===== src/rtl/spr_rename_file.sv =====
// Special-purpose register file with reservation-station tag tracking: multi-port result
// writes, rename updates, same-cycle forwarding to reads, flush and a sticky illegal flag.
module spr_rename_file #(
    parameter int unsigned READ_PORTS   = 2,
    parameter int unsigned WRITE_PORTS  = 2,
    parameter int unsigned UPDATE_PORTS = 1,
    parameter int unsigned RS_ID_WIDTH  = 5,
    parameter int unsigned NUM_SPRS     = 3,
    parameter logic [9:0]  SPR_ADDRS [NUM_SPRS] = '{10'd1, 10'd8, 10'd9}
) (
    input  logic                   clk,
    input  logic                   rst,
    input  logic [9:0]             read_addr        [READ_PORTS],
    output logic                   read_mapped      [READ_PORTS],
    output logic                   read_value_valid [READ_PORTS],
    output logic [31:0]            read_value       [READ_PORTS],
    output logic [RS_ID_WIDTH-1:0] read_rs_id       [READ_PORTS],
    input  logic [9:0]             write_addr       [WRITE_PORTS],
    input  logic                   write_enable     [WRITE_PORTS],
    input  logic [31:0]            write_value      [WRITE_PORTS],
    input  logic [RS_ID_WIDTH-1:0] write_rs_id      [WRITE_PORTS],
    input  logic [9:0]             update_addr      [UPDATE_PORTS],
    input  logic                   update_enable    [UPDATE_PORTS],
    input  logic [RS_ID_WIDTH-1:0] update_rs_id     [UPDATE_PORTS],
    input  logic                   flush,
    output logic                   illegal_access
);

    logic                   valid_q [NUM_SPRS];
    logic                   valid_d [NUM_SPRS];
    logic [31:0]            value_q [NUM_SPRS];
    logic [31:0]            value_d [NUM_SPRS];
    logic [RS_ID_WIDTH-1:0] rs_id_q [NUM_SPRS];
    logic [RS_ID_WIDTH-1:0] rs_id_d [NUM_SPRS];
    logic                   illegal_access_q;
    logic                   illegal_access_d;

    // wr_hit[k][j]: write port j carries the result entry k is waiting on
    logic [WRITE_PORTS-1:0] wr_hit [NUM_SPRS];

    function automatic logic is_mapped(input logic [9:0] addr);
        logic hit;
        hit = 1'b0;
        for (int unsigned k = 0; k < NUM_SPRS; k++) begin
            if (addr == SPR_ADDRS[k]) hit = 1'b1;
        end
        return hit;
    endfunction

    always_comb begin
        for (int unsigned k = 0; k < NUM_SPRS; k++) begin
            wr_hit[k] = '0;
            for (int unsigned j = 0; j < WRITE_PORTS; j++) begin
                wr_hit[k][j] = write_enable[j] && (write_addr[j] == SPR_ADDRS[k]) &&
                               (write_rs_id[j] == rs_id_q[k]);
            end
        end
    end

    always_comb begin
        for (int unsigned r = 0; r < READ_PORTS; r++) begin
            read_mapped[r]      = 1'b0;
            read_value_valid[r] = 1'b0;
            read_value[r]       = '0;
            read_rs_id[r]       = '0;
            for (int unsigned k = 0; k < NUM_SPRS; k++) begin
                if (read_addr[r] == SPR_ADDRS[k]) begin
                    read_mapped[r]      = 1'b1;
                    read_value_valid[r] = valid_q[k];
                    read_value[r]       = value_q[k];
                    read_rs_id[r]       = rs_id_q[k];
                    // Walk ports high to low so the lowest matching index is left standing
                    if (!valid_q[k]) begin
                        for (int unsigned i = 0; i < WRITE_PORTS; i++) begin
                            if (wr_hit[k][WRITE_PORTS-1-i]) begin
                                read_value_valid[r] = 1'b1;
                                read_value[r]       = write_value[WRITE_PORTS-1-i];
                            end
                        end
                    end
                end
            end
        end
    end

    always_comb begin
        valid_d          = valid_q;
        value_d          = value_q;
        rs_id_d          = rs_id_q;
        illegal_access_d = illegal_access_q;
        for (int unsigned k = 0; k < NUM_SPRS; k++) begin
            for (int unsigned i = 0; i < WRITE_PORTS; i++) begin
                if (wr_hit[k][WRITE_PORTS-1-i]) begin
                    valid_d[k] = 1'b1;
                    value_d[k] = write_value[WRITE_PORTS-1-i];
                end
            end
            if (flush) begin
                valid_d[k] = 1'b1;
            end else begin
                // Ascending order lets the youngest (highest) update port win
                for (int unsigned u = 0; u < UPDATE_PORTS; u++) begin
                    if (update_enable[u] && (update_addr[u] == SPR_ADDRS[k])) begin
                        valid_d[k] = 1'b0;
                        rs_id_d[k] = update_rs_id[u];
                    end
                end
            end
        end
        for (int unsigned j = 0; j < WRITE_PORTS; j++) begin
            if (write_enable[j] && !is_mapped(write_addr[j])) illegal_access_d = 1'b1;
        end
        for (int unsigned u = 0; u < UPDATE_PORTS; u++) begin
            if (!flush && update_enable[u] && !is_mapped(update_addr[u])) begin
                illegal_access_d = 1'b1;
            end
        end
    end

    always_ff @(posedge clk) begin
        if (rst) begin
            for (int unsigned k = 0; k < NUM_SPRS; k++) begin
                valid_q[k] <= 1'b1;
                value_q[k] <= '0;
                rs_id_q[k] <= '0;
            end
            illegal_access_q <= 1'b0;
        end else begin
            valid_q          <= valid_d;
            value_q          <= value_d;
            rs_id_q          <= rs_id_d;
            illegal_access_q <= illegal_access_d;
        end
    end

    assign illegal_access = illegal_access_q;

endmodule

===== config.mk =====
export PLATFORM = sky130hd
export DESIGN_NAME = spr_rename_file
export DESIGN_NICKNAME = d
export VERILOG_FILES = /design/src/rtl/spr_rename_file.sv
export SDC_FILE = /design/constraint.sdc
export NUM_CORES = 1
export LEC_CHECK = 0
export ABC_AREA = 1
export ABC_CLOCK_PERIOD_IN_PS = 3700
export CAP_MARGIN = 40
export CORE_ASPECT_RATIO = 0.6
export CORE_MARGIN = 2
export CORE_UTILIZATION = 44
export DETAILED_ROUTE_END_ITERATION = 6
export PLACE_DENSITY = 0.71
export REMOVE_ABC_BUFFERS = 1
export SYNTH_ARGS = -nofsm -noshare
export SYNTH_HDL_FRONTEND = slang
export SYNTH_SLANG_ARGS = --single-unit

===== constraint.sdc =====
create_clock -name clk -period 3.7 [get_ports clk]
set_input_delay 0.37 -clock clk [delete_from_list [all_inputs] [get_ports clk]]
set_output_delay 0.37 -clock clk [all_outputs]
set_load 0.02 [all_outputs]

# --- Word-level counts from Yosys, hierarchy flattened ---
# Cells that the tools add are included.
classes:
  add_sub_neg: 0
  n_mul: 0
  div: 0
  n_lt_le_gt_ge: 0
  n_eq_ne: 21
  shift: 0
  n_mux: 63
  n_bitwise: 1
  reduce_logical: 31
op_table:
  columns: ["operator", "count"]
  rows:
  - ["$mux W32", 15]
  - ["$eq A10 B4 Y1 const B", 10]
  - ["$eq A10 B1 Y1 const B", 5]
  - ["$mux W1", 42]
  - ["$eq A5 B5 Y1", 6]
  - ["$mux W5", 6]
  - ["$logic_and A1 B1 Y1", 19]
  - ["$reduce_bool A3 Y1", 4]
  - ["$reduce_and A2 Y1", 3]
  - ["$logic_not A1 Y1", 4]
  - ["$reduce_or A2 Y1", 1]
  - ["$not A1 Y1", 1]
word_totals:
  regBits: 115
  latch_bits: 0
  ram_bits: 0
  romBits: 0
  in_bits: 135
  output_inout_bits: 79
  word_cells: 126
  n_memories: 0

# --- Depth between registers and ports, before layout ---
# Gate-level depths: netlist of run 1.
logic_depth:
  depth_word: 9
  depth_mapped: 15
  depth_no_buf: 14

# --- Worst setup path after synthesis of run 1 ---
# OpenSTA, ideal clock, no wires.
synth_timing:
  path_kind: "input to output"
  startpoint: "input port write_addr[8] in the netlist's numbering"
  endpoint: "output port read_value[18] in the netlist's numbering"
  t_arrival_ns: 1.770
  required_ns: 3.330
  path_slack_ns: 1.560
  cell_stages: 13
  path_buffers: 2
  cell_sequence: "inv_1 > nand2_1 > nor2_2 > nand3_1 > nor2_1 > buf_2 > buf_6 > nand3_2 > nand3_2 > nand3_1 > nand2_1 > nor2_1 > nor2_1"
synth_rtl:
  columns: ["element", "line", "text"]
  rows:
  - ["start: declaration", "18", "input logic [9:0] write_addr [WRITE_PORTS],"]
  - ["end: declaration", "16", "output logic [31:0] read_value [READ_PORTS],"]

==> impl_results.rst, run 1 <==
.. list-table::
   :header-rows: 1

   * - Metric
     - Value
   * - Seq/Total Area, Yosys
     - 23.1%
   * - Total standard cell area after synthesis
     - 9970 µm²
   * - Number of hold violations in the final report
     - 0
   * - Die X-Extent
     - 198 µm
   * - Data arrival time of the worst path
     - 3.14 ns
   * - Cts-stage hold buffer count
     - 0
   * - Vias/cell
     - 5.75
   * - Worst hold path type
     - in2reg
   * - Count of placed standard cells including taps
     - 2189
   * - Share of final-layout standard cells stronger than drive strength 1
     - 11.4%
   * - Post-synthesis average cell area
     - 5.85 µm²
   * - Number of enable-type register cells in the synthesized netlist
     - 0
   * - Number of vias in the routed layout
     - 12800
   * - Leakage Power
     - 5.93 nW
   * - DRC
     - 0
   * - TritonCTS Buffers
     - 17
   * - Final weighted congestion in routability-driven placement
     - 1.03
   * - Largest net degree at the start of global routing
     - 47
   * - Timing-limited maximum frequency
     - 0.285 GHz
   * - Die Span Y
     - 121 µm
   * - Gr usage total
     - 35.0%
   * - Total negative slack
     - 0 ns
   * - Worst setup path class
     - in2out
   * - Count of routing violations after the opening detailed-route iteration
     - 1803
   * - Power Density
     - 254 nW/µm²
   * - Post-placement cell area
     - 12600 µm²
   * - Avg WL per Cell
     - 19.1 µm
   * - Antenna Cells
     - 0
   * - Maximum fanout encountered on the critical timing path
     - 20
   * - Starting utilization of the core area
     - 45.1%
   * - Area enclosed by the die boundary
     - 23900 µm²
   * - FF+latch count, synth
     - 115
   * - Number of iterations in the first detailed-routing pass
     - 6
   * - Cell count after synthesis
     - 1705
   * - Relative max-transition margin
     - 60.2%
   * - Fillcell total
     - 2125
   * - Layout Cells excl Fill
     - 2221
   * - Synthesis warning total
     - 0
   * - Latest clock arrival within the worst-skew pair
     - 0.43 ns
   * - Wire length of the first global-routing pass
     - 64600 µm
   * - RSZ-0062 raised after global routing
     - false
   * - Buffer type at the clock tree root
     - sky130_fd_sc_hd__clkbuf_16
   * - Outcome
     - finished clean
   * - Worst Setup End Kind
     - primary output
   * - Final worst clock skew
     - 0.0107 ns
   * - Post-CTS repair timing setup buffer count
     - 0
   * - Area of all placed cells without fillers
     - 13200 µm²
   * - Number of distinct library cells after synthesis
     - 40
   * - Total Power Consumption
     - 3.34 mW
   * - Antenna violations before repair
     - 0
   * - Worst slew pin tran
     - 0.591 ns
   * - Most used DFF post-synth
     - sky130_fd_sc_hd__dfxtp_1
   * - Final-report max-slew violation count
     - 0
   * - Input/output buffers
     - 213
   * - Post-detailed-routing wire length
     - 42400 µm
   * - Number of H-tree levels
     - 4
   * - Site Rows
     - 42
   * - Number of nets in the finished design
     - 2035
   * - Count of maximum capacitance violations
     - 0
   * - Core outline area
     - 22100 µm²
   * - Residual antenna-violating net count after detailed routing
     - 0
   * - Final period util
     - 94.8%
   * - I/O pin count
     - 214
   * - CP Launch Type
     - input port
   * - Residual overflow from global routing
     - 0
   * - Utilization after layout
     - 59.6%
   * - Setup violators final
     - 0
   * - Number of global-route vias before repair
     - 12000
   * - Final Critical Period
     - 3.51 ns
   * - Synth-to-layout area growth
     - 32.2%
   * - Proportion of synthesized flip-flops having asynchronous set or reset
     - 0%
   * - Data required time of the critical path
     - 3.33 ns
   * - Worst IR Drop VDD
     - 0.266 mV
   * - Maximum root-to-sink buffer count
     - 2
   * - Clock-pin slew on the worst setup and hold paths
     - 0.06 ns
   * - CTS sink count
     - 115
   * - DP HPWL
     - 30400 µm
   * - CTS tree
     - yes
worst max-delay path: stages:
cell and delay [ns]:
sky130_fd_sc_hd__clkdlybuf4s50_1 0.45, sky130_fd_sc_hd__inv_1 0.15, sky130_fd_sc_hd__nand4_1 0.22, sky130_fd_sc_hd__nor2_2 0.23
sky130_fd_sc_hd__buf_4 0.35, sky130_fd_sc_hd__nand3_1 0.14, sky130_fd_sc_hd__nand3_2 0.10, sky130_fd_sc_hd__nand3_1 0.07
sky130_fd_sc_hd__nand2_1 0.12, sky130_fd_sc_hd__nor2_1 0.05, sky130_fd_sc_hd__nor2_1 0.27, sky130_fd_sc_hd__nor2_1 0.08
sky130_fd_sc_hd__clkdlybuf4s50_1 0.55
power by group:
group | total [mW] | internal (mW) | switching, mW
Combinational | 0.337 | 0.165 | 0.172
Clock | 1.77 | 1.12 | 0.651
Sequential | 1.24 | 1.24 | 0.000525
cell usage after synthesis (2+ instances only):
cell,number,area share (%)
sky130_fd_sc_hd__buf_6,8,0.90
sky130_fd_sc_hd__nor2_1,163,6.1
sky130_fd_sc_hd__inv_1,143,5.4
sky130_fd_sc_hd__o211ai_2,12,1.5
sky130_fd_sc_hd__o21ai_0,20,1.0
sky130_fd_sc_hd__and2_1,4,0.25
sky130_fd_sc_hd__nand3_2,48,4.8
sky130_fd_sc_hd__nand2_1,467,18
sky130_fd_sc_hd__buf_4,5,0.38
sky130_fd_sc_hd__nand3_1,373,19
sky130_fd_sc_hd__dfxtp_1,115,23
sky130_fd_sc_hd__nor3_2,3,0.30
sky130_fd_sc_hd__o211ai_1,16,1.2
sky130_fd_sc_hd__nand3b_1,33,2.5
sky130_fd_sc_hd__buf_1,5,0.19
sky130_fd_sc_hd__clkbuf_1,31,1.2
sky130_fd_sc_hd__nand4_1,11,0.69
sky130_fd_sc_hd__nor2_2,8,0.50
sky130_fd_sc_hd__a21oi_1,100,5.0
sky130_fd_sc_hd__xor2_1,2,0.18
sky130_fd_sc_hd__buf_8,3,0.45
sky130_fd_sc_hd__inv_2,24,0.90
sky130_fd_sc_hd__a22oi_1,7,0.53
sky130_fd_sc_hd__xnor2_1,4,0.35
sky130_fd_sc_hd__o221ai_1,3,0.26
sky130_fd_sc_hd__nor4_1,6,0.38
sky130_fd_sc_hd__nor2_4,5,0.56
sky130_fd_sc_hd__clkinv_2,2,0.10
sky130_fd_sc_hd__nor3_1,12,0.60
sky130_fd_sc_hd__nand2_2,20,1.3
sky130_fd_sc_hd__buf_2,43,2.2
routing by layer:
layer	vias up	global-route usage (%)	share of wire (%)
met5	-	0	0
met4	0	10.1	1.6
met3	84	8.70	13
met2	904	50.4	41
met1	5757	50.9	44
li1	6015	-	-
repair_timing:
| item | 4_1_cts | 5_1_grt |
|---|---|---|
| setup endpoints to repair | 0 | 2 |
| endpoints found under the hold margin | 0 | 0 |
| gates resized for setup | 0 | 2 |
final cells by class:
type                       instances  area (µm²)  share of cell area (%)
clock buffer                      25         526                    3.99
clock inverter                     7        93.8                   0.712
inverter                         170         641                    4.86
multi-input combinational       1325        6520                    49.4
sequential                       115        2300                    17.5
tap                              308         385                    2.92
timing repair buffer             271        2720                    20.6
stage by stage:
step	setup slack [ns]	hold slack (ns)
detailed placement	0.257	0.475
global route	0.00313	0.353
CTS	0.238	0.334
floorplan	0.503	0.439
global placement	0.282	0.461
finish	0.193	0.340
sequential cells by signal, summed over array words and instances, names as in the netlist:
name,flops
value_q,96
rs_id_q,15
valid_q,3
illegal_access,1
cell families (layout without fill, tap and decap cells):
group	Yosys count	count (layout)	share of synthesized area (%)
xor gates and xnor gates	6	6	0.527
AOI/OAI and AO/OA	160	160	9.66
buffers and inverters	265	473	11.7
DFF	115	115	23.1
and+or+nand+nor	1159	1159	55.1
layout by cell type, fill, tap and decap left out, drive strengths merged, types with 4 or more instances in the layout:
master and n:
a21oi 100, a22oi 7, and2 4, buf 59, clkbuf 25, clkdlybuf4s50 211, clkinv 6, dfxtp 115
inv 167, nand2 488, nand3 422, nand3b 33, nand4 11, nor2 176, nor3 16, nor4 7
o211ai 28, o21ai 21, xnor2 4
final timing paths:
kind	endpoint	from	cells past startpoint	slack [ns]
worst max-delay path	read_value[4]	write_addr[1]	13	0.19
worst min-delay path	value_q[22]$_SDFF_PP0_	rst	2	0.34
worst max register to register	value_q[1]$_SDFF_PP0_	rs_id_q[0]$_SDFFE_PP0P_	10	1.84
worst min register to register	illegal_access$_SDFFE_PP0P_	illegal_access$_SDFFE_PP0P_	2	0.48
Power figures use the tool's default switching activity.
==> run 2, diff against run 1 <==
--- a/config.mk
+++ b/config.mk
@@ -6,11 +6,12 @@
 export NUM_CORES = 1
 export LEC_CHECK = 0
 export ABC_AREA = 1
-export ABC_CLOCK_PERIOD_IN_PS = 3700
+export ABC_CLOCK_PERIOD_IN_PS = 3310
 export CAP_MARGIN = 40
 export CORE_ASPECT_RATIO = 0.6
 export CORE_MARGIN = 2
 export CORE_UTILIZATION = 44
+export CTS_CLUSTER_SIZE = 40
 export DETAILED_ROUTE_END_ITERATION = 6
 export PLACE_DENSITY = 0.71
 export REMOVE_ABC_BUFFERS = 1
==> constraint.sdc (replaced) <==
create_clock -name clk -period 3.31 [get_ports clk]
set_input_delay 0.331 -clock clk [delete_from_list [all_inputs] [get_ports clk]]
set_output_delay 0.331 -clock clk [all_outputs]
set_load 0.02 [all_outputs]
==> run 2 against run 1 <==
The flow now finishes with violations (design-rule violations). Worst setup slack worse by 0.044 ns. First-iteration DRC count fell by 18%. Die area did not move. Sequential share of layout area is 0.78 points lower. Critical path type unchanged. Critical endpoint unchanged. Largest cell class unchanged.
==> impl_results.rst, run 2 (synthesis results as in run 1) <==
.. list-table::
   :header-rows: 1

   * - Metric
     - Value
   * - Outcome
     - complete, but fails checks
   * - Violations in the final reports
     - design-rule violations
   * - Comb power frac
     - 10.6%
   * - Post-detailed-routing wire length
     - 42900 µm
   * - Part of the power in registers
     - 37.1%
   * - Maximum fanout encountered on the critical timing path
     - 17
   * - Most common cell after layout, fill and taps aside
     - sky130_fd_sc_hd__nand2_1
   * - Origin of the worst min-delay path
     - rst
   * - Count of routing violations after the opening detailed-route iteration
     - 1479
   * - Residual overflow from global routing
     - 0
   * - Worst setup slack after placement
     - -0.127 ns
   * - Final period util
     - 95.5%
   * - Timing-limited maximum frequency
     - 0.316 GHz
   * - Fillcell total
     - 2119
   * - Number of hold violations in the final report
     - 0
   * - Maximum root-to-sink buffer count
     - 2
   * - Relative max-transition margin
     - 57.1%
   * - Post-CTS repair timing setup buffer count
     - 0
   * - Antenna violations before repair
     - 0
   * - Switching power as a share of total power
     - 25.1%
   * - Number of vias in the routed layout
     - 13000
   * - CTS sink count
     - 115
   * - Die Span Y
     - 121 µm
   * - Residual antenna-violating net count after detailed routing
     - 0
   * - Cts-stage hold buffer count
     - 0
   * - Final worst clock skew
     - 0.00911 ns
   * - Synth-to-layout area growth
     - 38.5%
   * - CTS tree
     - yes
   * - Internal Power
     - 2.80 mW
   * - Largest net degree at the start of global routing
     - 55
   * - Data arrival time of the worst path
     - 2.83 ns
   * - Number of H-tree levels
     - 4
   * - Net switching power
     - 0.936 mW
   * - Worst IR Drop VDD
     - 0.348 mV
   * - Clock-pin slew on the worst setup and hold paths
     - 0.06 ns
   * - Wire length of the first global-routing pass
     - 65500 µm
   * - Worst Setup End Kind
     - primary output
   * - DRC
     - 1
   * - Final worst slack
     - 0.148 ns
   * - Layout Cells excl Fill
     - 2273
   * - Final weighted congestion in routability-driven placement
     - 0.992
   * - Most frequent cells in the layout
     - sky130_fd_sc_hd__nand2_1 (467), sky130_fd_sc_hd__nand3_1 (373), sky130_fd_sc_hd__nor2_1 (160)
   * - Slowest stage cell, crit path
     - sky130_fd_sc_hd__clkdlybuf4s50_1
   * - Gr usage total
     - 35.6%
   * - Number of global-route vias before repair
     - 12200
   * - Latest clock arrival within the worst-skew pair
     - 0.44 ns
   * - Vias/cell
     - 5.72
   * - Final Critical Period
     - 3.16 ns
   * - Input/output buffers
     - 213
   * - Number of iterations in the first detailed-routing pass
     - 7
   * - Critical Path Most Common Cell
     - sky130_fd_sc_hd__nor2_1
   * - Power Density
     - 270 nW/µm²
   * - Resize count post-CTS
     - 17
   * - Number of nets in the finished design
     - 2088
   * - Final-report max-slew violation count
     - 0
   * - Worst setup path class
     - in2out
   * - Worst slew pin tran
     - 0.644 ns
   * - Delay of the slowest cell on the worst path
     - 0.63 ns
   * - Setup violators final
     - 0
   * - I/O pin count
     - 214
   * - Starting utilization of the core area
     - 45.1%
   * - Core outline area
     - 22100 µm²
   * - Count of maximum capacitance violations
     - 0
   * - Avg WL per Cell
     - 18.9 µm
   * - Launch point of the critical path
     - write_rs_id[8]
   * - Top flop regs
     - value_q (96), rs_id_q (15), valid_q (3)
   * - Number of flip-flops under the largest register name
     - 96
   * - TritonCTS Buffers
     - 17
   * - Leakage Power
     - 7.19 nW
   * - CP Launch Type
     - input port
   * - Share of final-layout standard cells stronger than drive strength 1
     - 13.9%
   * - Count of placed standard cells including taps
     - 2242
   * - Register bank with the most flops
     - value_q
   * - DP HPWL
     - 30700 µm
   * - Die X-Extent
     - 198 µm
   * - Reg-to-reg startpoint
     - rs_id_q[7]$_SDFFE_PP0P_
   * - Area enclosed by the die boundary
     - 23900 µm²
   * - Worst hold path type
     - in2reg
   * - Buffer type at the clock tree root
     - sky130_fd_sc_hd__clkbuf_16
   * - Portion of total power attributed to the clock network
     - 52.3%
   * - Site Rows
     - 42
   * - Cells along the critical path
     - clkdlybuf4s50_1 -> buf_4 -> nand2_1 -> nand2_1 -> nor2_1 -> and2_1 -> nand2_2 -> buf_12 -> nand3_2 -> nand3_1 -> nand2_1 -> nor2_1 -> nor2_1 -> buf_4 -> nor2_1 -> dlygate4sd2_1
   * - Data required time of the critical path
     - 2.98 ns
   * - Antenna Cells
     - 0
## run 2: power by group through the flow
| stage | registers, mW | clock network [mW] | logic, mW |
|---|---|---|---|
| after global placement | 1.42 | 0 | 0.384 |
| after floorplan | 1.42 | 0 | 0.0958 |
| after detailed placement | 1.42 | 0 | 0.385 |
| after CTS | 1.39 | 1.96 | 0.387 |
| final | 1.39 | 1.95 | 0.396 |
| after global routing | 1.39 | 2.02 | 0.417 |
## run 2: routing by layer
layer  up-vias  track usage (%)  wire length, µm
li1       6119                -                -
met1      5910             50.2            18900
met2       897             51.8            17500
met3        83             10.9             5730
met4         0             10.0              731
met5         -                0                0
## run 2: critical path, delay by kind of cell
family	cells	cell delay, ns
buf+inv	5	1.48
simple gates	11	1.03
## run 2: final timing paths
kind,to,slack [ns],cells past startpoint
hold / removal,value_q[22]$_SDFF_PP0_,0.40,2
setup reg to reg,value_q[42]$_SDFF_PP0_,1.36,12
hold reg to reg,illegal_access$_SDFFE_PP0P_,0.50,2
setup / recovery,read_value[4],0.15,16
## run 2: layout make-up
type | instances | area [µm²] | share of cell area, %
Inverter | 170 | 641 | 4.64
Timing Repair Buffer | 324 | 3360 | 24.3
Multi-Input combinational cell | 1325 | 6530 | 47.3
Clock inverter | 9 | 130 | 0.942
Clock buffer | 22 | 464 | 3.36
Sequential cell | 115 | 2300 | 16.7
Tap cell | 308 | 385 | 2.79
## run 2: stage by stage
step	power [mW]	hold WS [ns]	util, %	setup TNS, ns	cell area (µm²)
global placement	1.80	0.455	59.1	-0.299	13100
finish	3.73	0.401	62.4	0	13800
floorplan	1.51	0.400	-	0	9450
CTS	3.73	0.382	61.8	0	13700
global route	3.83	0.384	62.4	-0.000968	13800
detailed placement	1.80	0.475	59.1	-0.367	13100
==> run 3, diff against run 2 <==
--- a/config.mk
+++ b/config.mk
@@ -6,10 +6,10 @@
 export NUM_CORES = 1
 export LEC_CHECK = 0
 export ABC_AREA = 1
-export ABC_CLOCK_PERIOD_IN_PS = 3310
+export ABC_CLOCK_PERIOD_IN_PS = 3300
 export CAP_MARGIN = 40
 export CORE_ASPECT_RATIO = 0.6
-export CORE_MARGIN = 2
+export CORE_MARGIN = 4
 export CORE_UTILIZATION = 44
 export CTS_CLUSTER_SIZE = 40
 export DETAILED_ROUTE_END_ITERATION = 6
==> constraint.sdc (replaced) <==
create_clock -name clk -period 3.3 [get_ports clk]
set_input_delay 0.33 -clock clk [delete_from_list [all_inputs] [get_ports clk]]
set_output_delay 0.33 -clock clk [all_outputs]
set_load 0.02 [all_outputs]
==> run 3 against run 2 <==
The flow finishes with violations (negative setup slack). Sequential cell count unchanged. Die area up 5.4%. Register-to-register slack better by 0.03 ns. Wire length barely moved. Critical endpoint is now read_value[22]. Largest cell class unchanged.
==> impl_results.rst, run 3 (synthesis results as in run 1) <==
.. list-table::
   :header-rows: 1

   * - Metric
     - Value
   * - Origin of the worst min-delay path
     - rst
   * - Most common cell after layout, fill and taps aside
     - sky130_fd_sc_hd__nand2_1
   * - Clock-pin slew on the worst setup and hold paths
     - 0.06 ns
   * - Final weighted congestion in routability-driven placement
     - 1.03
   * - Number of hold violations in the final report
     - 0
   * - Setup violators final
     - 1
   * - DRC
     - 0
   * - Wire length of the first global-routing pass
     - 66300 µm
   * - Comb power frac
     - 10.2%
   * - Most frequent cells in the layout
     - sky130_fd_sc_hd__nand2_1 (467), sky130_fd_sc_hd__nand3_1 (373), sky130_fd_sc_hd__nor2_1 (161)
   * - Antenna violations before repair
     - 2
   * - Share of final-layout standard cells stronger than drive strength 1
     - 13.5%
   * - Relative max-transition margin
     - 49.6%
   * - Switching power as a share of total power
     - 24.9%
   * - Slowest stage cell, crit path
     - sky130_fd_sc_hd__clkdlybuf4s50_1
   * - Power Density
     - 276 nW/µm²
   * - M1 WL
     - 18300 µm
   * - Uppermost layer routed
     - met5
   * - Violations in the final reports
     - negative setup slack
   * - Resize count post-CTS
     - 29
   * - Portion of total power attributed to the clock network
     - 52.8%
   * - Leakage Power
     - 6.92 nW
   * - Residual overflow from global routing
     - 0
   * - Post-detailed-routing wire length
     - 42900 µm
   * - Number of global-route vias before repair
     - 12200
   * - Buffer type at the clock tree root
     - sky130_fd_sc_hd__clkbuf_16
   * - Critical Path Most Common Cell
     - sky130_fd_sc_hd__nor2_1
   * - Worst hold path type
     - in2reg
   * - Data arrival time of the worst path
     - 2.98 ns
   * - Largest net degree at the start of global routing
     - 54
   * - Fillcell total
     - 2116
   * - Gr usage total
     - 32.6%
   * - Reg-to-reg startpoint
     - rs_id_q[6]$_SDFFE_PP0P_
   * - Launch point of the critical path
     - write_rs_id[5]
   * - Die X-Extent
     - 202 µm
   * - CTS tree
     - yes
   * - Core outline area
     - 22200 µm²
   * - Residual antenna-violating net count after detailed routing
     - 0
   * - Area enclosed by the die boundary
     - 25200 µm²
   * - Number of nets in the finished design
     - 2079
   * - Data required time of the critical path
     - 2.97 ns
   * - Delay of the slowest cell on the worst path
     - 0.61 ns
   * - Vias/cell
     - 5.71
   * - Final worst clock skew
     - 0.0133 ns
   * - Cells along the critical path
     - clkdlybuf4s50_1 -> inv_1 -> nand2_1 -> nand3_1 -> nor2_1 -> and2_1 -> nand2_2 -> buf_4 -> nand3_1 -> nand3_1 -> nand2_1 -> nor2_1 -> nor2_1 -> nor2_1 -> clkdlybuf4s50_1
   * - Starting utilization of the core area
     - 45.0%
   * - CP Launch Type
     - input port
   * - Worst IR Drop VDD
     - 0.364 mV
   * - CTS sink count
     - 115
   * - Met3 wirelength from detailed routing
     - 6360 µm
   * - Final period util
     - 100%
   * - RSZ-0062 raised after global routing
     - true
   * - Total negative slack
     - -0.00626 ns
   * - Critical path buffer and inverter count
     - 4
   * - Maximum root-to-sink buffer count
     - 2
   * - Timing-limited maximum frequency
     - 0.302 GHz
   * - DP HPWL
     - 30800 µm
   * - Utilization after layout
     - 61.5%
   * - Latest clock arrival within the worst-skew pair
     - 0.44 ns
   * - Final Critical Period
     - 3.31 ns
   * - Worst setup path class
     - in2out
   * - Part of the power in registers
     - 37.0%
   * - Input/output buffers
     - 213
   * - Number of flip-flops under the largest register name
     - 96
   * - Number of iterations in the first detailed-routing pass
     - 7
   * - Number of H-tree levels
     - 4
   * - Final worst slack
     - -0.00626 ns
   * - Internal Power
     - 2.82 mW
   * - Worst setup slack after placement
     - -0.0770 ns
   * - Met2 wire len
     - 17300 µm
   * - Gate family responsible for the most delay along the worst path
     - buffers and inverters
   * - Worst Setup End Kind
     - primary output
   * - Worst slew pin tran
     - 0.756 ns
   * - Number of vias in the routed layout
     - 12900
   * - Avg WL per Cell
     - 18.9 µm
   * - Cts-stage hold buffer count
     - 0
   * - Die Span Y
     - 125 µm
   * - Outcome
     - complete, but fails checks
   * - Count of routing violations after the opening detailed-route iteration
     - 1645
   * - Net switching power
     - 0.935 mW
   * - TritonCTS Buffers
     - 17
   * - Site Rows
     - 42
   * - Final-report max-slew violation count
     - 0
   * - Register bank with the most flops
     - value_q
   * - Post-CTS repair timing setup buffer count
     - 0
   * - Top flop regs
     - value_q (96), rs_id_q (15), valid_q (3)
   * - Synth-to-layout area growth
     - 36.7%
   * - Maximum fanout encountered on the critical timing path
     - 12
   * - Count of maximum capacitance violations
     - 0
   * - I/O pin count
     - 214
[run 3: layer usage]
layer / up-vias / track usage, %
met3: 122 / 10.7
li1: 6103 / -
met4: 2 / 8.62
met5: - / 0
met2: 947 / 46.9
met1: 5759 / 46.7
[run 3: area by class of cell]
| cell class | count | area [µm²] | share of cell area, % |
|---|---|---|---|
| diodes | 1 | 2.50 | 0.0183 |
| clock buffers | 24 | 482 | 3.53 |
| clock inverters | 8 | 125 | 0.917 |
| inverters | 170 | 641 | 4.70 |
| multi-input cells | 1325 | 6520 | 47.8 |
| flip-flops and latches | 115 | 2300 | 16.9 |
| well taps | 308 | 385 | 2.83 |
| repair buffers | 315 | 3180 | 23.3 |
[run 3: power by group through the flow]
stage / sequential, mW / combinational (mW) / clock, mW
finish: 1.39 / 0.383 / 1.99
global route: 1.39 / 0.406 / 2.04
CTS: 1.39 / 0.374 / 1.97
detailed placement: 1.42 / 0.372 / 0
global placement: 1.42 / 0.371 / 0
floorplan: 1.42 / 0.0961 / 0
[run 3: worst reg2reg max path, stage by stage, from the launching register on]
cell	delay, ns
sky130_fd_sc_hd__dfxtp_1	0.44
sky130_fd_sc_hd__inv_2	0.08
sky130_fd_sc_hd__nand2_1	0.10
sky130_fd_sc_hd__nand2_1	0.09
sky130_fd_sc_hd__nor2_1	0.11
sky130_fd_sc_hd__nand4_1	0.09
sky130_fd_sc_hd__nor2_2	0.20
sky130_fd_sc_hd__and2_1	0.22
sky130_fd_sc_hd__buf_4	0.18
sky130_fd_sc_hd__nand2_1	0.08
sky130_fd_sc_hd__buf_4	0.14
sky130_fd_sc_hd__a21oi_1	0.10
[run 3: metrics by stage]
stage	power [mW]	area (µm²)	hold slack (ns)	cells
after floorplan	1.52	9450	0.399	1610
after global placement	1.79	12900	0.461	2232
after detailed placement	1.79	13000	0.473	2233
after CTS	3.74	13500	0.384	2265
after global routing	3.84	13600	0.420	2266
final	3.76	13600	0.406	2266
[run 3: final timing paths]
kind / end / slack (ns) / cells after the start
max: read_value[22] / -0.006 / 15
min: value_q[14]$_SDFF_PP0_ / 0.41 / 2
max reg2reg: value_q[53]$_SDFF_PP0_ / 1.39 / 11
min reg2reg: illegal_access$_SDFFE_PP0P_ / 0.48 / 2
